$ cat src/rtl/ram4x4_pkg.sv
// Shared types and constants for the programmable 4x4 lookup table writer.
package ram4x4_pkg;

  localparam int unsigned ADDR_W_DEF = 2;
  localparam int unsigned DATA_W_DEF = 4;

  typedef enum logic [1:0] {StIdle, StWrite, StDone} state_e;

  // Number of words addressable with an address of the given width.
  function automatic int unsigned depth_of(input int unsigned addr_w);
    return 1 << addr_w;
  endfunction

endpackage

$ cat src/rtl/ram4x4_array.sv
// Storage array: one synchronous write port, async clear, one combinational read port.
module ram4x4_array
  import ram4x4_pkg::*;
#(
  parameter int unsigned ADDR_W = ADDR_W_DEF,
  parameter int unsigned DATA_W = DATA_W_DEF
) (
  input  logic              clk,
  input  logic              rst_n,
  input  logic              we,
  input  logic [ADDR_W-1:0] waddr,
  input  logic [DATA_W-1:0] wdata,
  input  logic [ADDR_W-1:0] raddr,
  output logic [DATA_W-1:0] rdata
);

  localparam int unsigned DEPTH = depth_of(ADDR_W);

  logic [DATA_W-1:0] mem [DEPTH];

  // Clear every word on reset; otherwise store on write enable.
  always_ff @(posedge clk or negedge rst_n) begin
    if (!rst_n) begin
      for (int unsigned i = 0; i < DEPTH; i++) begin
        mem[i] <= '0;
      end
    end else if (we) begin
      mem[waddr] <= wdata;
    end
  end

  // Read-during-write returns the old word until the write edge.
  assign rdata = mem[raddr];

endmodule

$ cat src/rtl/ram4x4_writer.sv
// Burst writer for the programmable 4x4 table: valid/ready stream in, wrapping address,
// combinational read port out. Define RAMWR_OVERRUN_EN to add the sticky overrun flag.
module ram4x4_writer
  import ram4x4_pkg::*;
#(
  parameter int unsigned ADDR_W = ADDR_W_DEF,
  parameter int unsigned DATA_W = DATA_W_DEF
) (
  input  logic              clk,
  input  logic              rst_n,
  input  logic              start,
  input  logic [ADDR_W-1:0] base_addr,
  input  logic [ADDR_W:0]   count,
  input  logic              wr_valid,
  input  logic [DATA_W-1:0] wr_data,
  output logic              wr_ready,
  output logic              busy,
  output logic              done,
  input  logic [ADDR_W-1:0] address,
  output logic [DATA_W-1:0] datos
`ifdef RAMWR_OVERRUN_EN
  ,
  output logic              overrun
`endif
);

  // DEPTH expressed in the width of the count port.
  localparam logic [ADDR_W:0] DepthCnt = {1'b1, {ADDR_W{1'b0}}};
  localparam logic [ADDR_W:0] CntOne   = {{ADDR_W{1'b0}}, 1'b1};

  state_e            state_q, state_d;
  logic [ADDR_W-1:0] wr_ptr_q;
  logic [ADDR_W:0]   remaining_q;
  logic [ADDR_W:0]   eff_count;
  logic              load;
  logic              accept;

  // Zero means a full table; anything larger than the table is clamped.
  assign eff_count = ((count == '0) || (count > DepthCnt)) ? DepthCnt : count;

  // State register.
  always_ff @(posedge clk or negedge rst_n) begin
    if (!rst_n) begin
      state_q <= StIdle;
    end else begin
      state_q <= state_d;
    end
  end

  // Next-state and handshake outputs.
  always_comb begin
    state_d  = state_q;
    wr_ready = 1'b0;
    busy     = 1'b0;
    done     = 1'b0;
    load     = 1'b0;
    accept   = 1'b0;
    unique case (state_q)
      StIdle: begin
        if (start) begin
          load    = 1'b1;
          state_d = StWrite;
        end
      end
      StWrite: begin
        wr_ready = 1'b1;
        busy     = 1'b1;
        if (wr_valid) begin
          accept = 1'b1;
          if (remaining_q == CntOne) begin
            state_d = StDone;
          end
        end
      end
      StDone: begin
        done    = 1'b1;
        state_d = StIdle;
      end
      default: state_d = StIdle;
    endcase
  end

  // Write pointer wraps naturally at the address width; counter tracks words left.
  always_ff @(posedge clk or negedge rst_n) begin
    if (!rst_n) begin
      wr_ptr_q    <= '0;
      remaining_q <= '0;
    end else if (load) begin
      wr_ptr_q    <= base_addr;
      remaining_q <= eff_count;
    end else if (accept) begin
      wr_ptr_q    <= wr_ptr_q + ADDR_W'(1);
      remaining_q <= remaining_q - CntOne;
    end
  end

`ifdef RAMWR_OVERRUN_EN
  // Sticky flag for words offered while not ready; a new error wins over a same-edge start.
  always_ff @(posedge clk or negedge rst_n) begin
    if (!rst_n) begin
      overrun <= 1'b0;
    end else if (wr_valid && !wr_ready) begin
      overrun <= 1'b1;
    end else if (load) begin
      overrun <= 1'b0;
    end
  end
`endif

  ram4x4_array #(
    .ADDR_W (ADDR_W),
    .DATA_W (DATA_W)
  ) u_array (
    .clk   (clk),
    .rst_n (rst_n),
    .we    (accept),
    .waddr (wr_ptr_q),
    .wdata (wr_data),
    .raddr (address),
    .rdata (datos)
  );

endmodule

$ cat config.mk
export PLATFORM = sky130hd
export DESIGN_NAME = ram4x4_writer
export DESIGN_NICKNAME = d
export VERILOG_FILES = /design/src/rtl/ram4x4_pkg.sv /design/src/rtl/ram4x4_array.sv /design/src/rtl/ram4x4_writer.sv
export SDC_FILE = /design/constraint.sdc
export NUM_CORES = 1
export LEC_CHECK = 0
export ABC_CLOCK_PERIOD_IN_PS = 1600
export CORE_UTILIZATION = 37
export DETAILED_ROUTE_END_ITERATION = 6
export GPL_TIMING_DRIVEN = 0
export PLACE_DENSITY = 0.57
export SYNTH_ARGS = -nofsm -noshare
export SYNTH_HDL_FRONTEND = slang
export SYNTH_HIERARCHICAL = 1
export SYNTH_SLANG_ARGS = --single-unit
$ cat constraint.sdc
create_clock -name clk -period 1.6 [get_ports clk]
set_input_delay 0.48 -clock clk [delete_from_list [all_inputs] [get_ports clk]]
set_output_delay 0.48 -clock clk [all_outputs]
set_load 0.01 [all_outputs]
==> results.json <==
{
  "cp.required_ns": 1.12,
  "reg2regPathDepth": 6,
  "drtIter0Drc": 36,
  "die_h_um": 57.8,
  "cts_root_buf": "clkbuf_4",
  "firstDrtPassIters": 5,
  "start_kind": "flop",
  "synthesis.area_um2": 1150,
  "fill_cells": 264,
  "syn_to_final_growth_pct": 32.1,
  "cts_tree": "yes",
  "ys_types": 24,
  "crit_path_end_kind": "output pin",
  "synthTopCellsByArea": "dfrtp_1 (50%), mux2_2 (16%), mux4_2 (5.9%), ha_1 (3.3%), nor3b_4 (3.3%)",
  "die_area_um2": 3340,
  "synthMuxAreaShare": 0.260,
  "p_leak_nw": 0.683,
  "placed_cells": 131,
  "r2r-end": "u_array/mem[15]",
  "finalClockSkew_ns": 0.00414,
  "nNetsFinal": 132,
  "totalPowerFinal_mw": 2.55,
  "synth-seq-area-share": 0.500,
  "wl_per_cell_um": 14.9,
  "synth_commonest_cells": "dfrtp_1 (23), mux2_2 (16), inv_1 (4), nand3b_1 (4)",
  "cpPeakStageDelay_ns": 0.48,
  "powerDensity_nw_per_um2": 1680,
  "fin_crit_sh": 1.13,
  "antenna_cells": 0,
  "fin_crit_ns": 1.81,
  "max_freq_mhz": 552,
  "rsz0062_at_grt": "yes",
  "synthAdderAreaFrac": 0.0326,
  "crit_buf_inv": 1,
  "synth_most_common_cell": "dfrtp_1",
  "clkSinkCount": 23,
  "hold_buffers": 0,
  "path_clk_slew_ns": 0.13,
  "io_pins": 22,
  "wl_um": 2140,
  "rows": 19,
  "clk-insertion-delay-late_ns": 0.31,
  "initial_core_util": 0.404,
  "cts.htree.levels": 1,
  "maxSlewHeadroom": 0.320,
  "vias_per_cell": 5.19,
  "fin_cells": 144,
  "slowest_stage": "mux4_2",
  "antenna_found_initial": 0,
  "syn_inst": 79,
  "violations": "DRC, setup timing",
  "r2r_start": "state_q[1]",
  "cts_buffer_depth": 2,
  "ant_nets": 0,
  "synthFlopType": "dfrtp_1",
  "final_util": 0.533,
  "crit_chain": "mux4_2 > buf_6",
  "yosys.area_share.simple": 0.130,
  "hp-class": "in -> async",
  "yosysTopAreaCellShare": 0.500,
  "syn_nets": 97,
  "synth_warnings": 6,
  "async_flop_share": 1.00,
  "synth_top_family_by_area": "multiplexers",
  "die_w_um": 57.8,
  "synth_edf_count": 0,
  "reg2reg_slack_ns": 0.06,
  "synth.largest_area_cell": "dfrtp_1",
  "drc": 1,
  "synth_compound_area_frac": 0.0272,
  "drive_gt1_frac": 0.460,
  "final-seq-area_um2": 578,
  "grt_max_degree": 24,
  "setup_ws_ns": -0.211,
  "timing.hold.ws_ns": 0.324,
  "slew_violations": 0,
  "tns_ns": -0.894,
  "grt_pass1_wl_um": 3570,
  "grt_pass1_vias": 765,
  "vias": 748,
  "peakVddDrop_mv": 0.582,
  "status": "complete, but fails checks",
  "yosys_register_bits": 23,
  "cp_max_fo": 2,
  "maxCapViolations": 0,
  "avgSynthCellArea_um2": 14.6,
  "grt-ovfl-total": 0,
  "synth_xor_area_frac": 0.0304,
  "grt_usage": 0.143,
  "crit_family": "multiplexers",
  "place_hpwl_um": 1500,
  "setup_viol": 7,
  "cts_buffers": 3,
  "tightest_slew_ns": 1.02,
  "cp.arrival_ns": 1.33,
  "core-area_um2": 2850,
  "io_buffers": 21,
  "hold_viol_final": 0,
  "multi_input_area_um2": 564,
  "gp_congestion": 0.676,
  "critPathKind": "reg -> out"
}
cells by family after synthesis:
family	after synthesis
buffers and inverters	5
adder cells (fa/ha/maj)	3
flip-flops	23
multiplexers	22
AO/OA/AOI/OAI	5
AND/OR/NAND/NOR	17
XOR/XNOR	4
where the power goes:
group	switching, mW	internal, mW	total [mW]	leakage, nW
Sequential	0.184	0.871	1.06	0.273
Clock	0.174	0.0933	0.267	0.0177
Combinational	0.444	0.787	1.23	0.393
Total	0.802	1.75	2.55	0.683
metal layers:
metal,GRT usage,share of wire
met3,0.0201,0.035
met5,0,0
met2,0.221,0.49
met1,0.207,0.46
met4,0.0510,0.013
area by class of cell:
class / instances / area share
timing repair buffer: 30 / 0.186
inverter: 4 / 0.0115
clock buffer: 3 / 0.0148
multi-input combinational: 51 / 0.371
clock inverter: 1 / 0.00329
buffer: 1 / 0.00741
sequential: 23 / 0.380
tap: 31 / 0.0255
worst register-to-register path: cells and delay by family (launching register included):
family / cells / cell delay [ns]
flops: 1 / 0.44
buf+inv: 3 / 0.34
simple gates: 2 / 0.34
mux: 1 / 0.32
what timing repair did:
action / in CTS / in global routing
hold endpoints to repair: 0 / 0
endpoints found under the setup margin: 23 / 13
buffers inserted: 9 / 3
gates cloned: 0 / 0
gates resized for setup: 50 / 7
cell usage in the layout (no fill, tap or decap):
master	netlist	routed
inv_1	4	3
clkdlybuf4s50_1	0	10
xor2_1	3	3
nand3_1	2	2
clkbuf_4	0	3
dlymetal6s2s_1	0	1
o21ai_2	1	1
dfrtp_2	0	2
nand4b_1	2	2
nand2_1	2	2
mux4_2	3	4
buf_6	0	9
or2_2	1	1
nand3b_1	4	4
clkinv_2	0	1
mux2_2	16	14
inv_4	0	1
and2b_1	1	1
nor3b_4	2	2
mux2_4	1	3
o21ai_0	3	3
buf_4	1	7
dfrtp_1	23	21
xnor2_1	1	1
ha_1	3	3
nor3b_1	1	1
a21o_1	1	1
dlygate4sd2_1	0	2
nand3b_4	1	1
buf_2	0	2
mux2i_1	1	1
nor2b_4	0	1
stage by stage:
stage / setup slack, ns / instance area [um2]
after floorplan: 0.0608 / 1150
after global routing: -0.268 / 1520
after CTS: -0.230 / 1490
after detailed placement: -1.11 / 1400
final: -0.211 / 1520
after global placement: -1.11 / 1400
registers in the layout (all words and copies together) (netlist names):
name         flops
remaining_q      3
state_q          2
u_array/mem     16
wr_ptr_q         2
how the worst max path moves through the flow:
stage / slack, ns / start / cells after the start / endpoint
2_1_floorplan: 0.06 / address[0] / 1 / datos[1]
3_3_place_gp: -1.11 / address[0] / 3 / datos[1]
3_5_place_dp: -1.11 / address[0] / 3 / datos[1]
4_1_cts: -0.23 / u_array/mem[1] / 2 / datos[1]
5_1_grt: -0.27 / u_array/mem[1] / 2 / datos[1]
6_report: -0.21 / u_array/mem[1] / 2 / datos[1]
No activity file was read; power rests on OpenSTA's default activity.
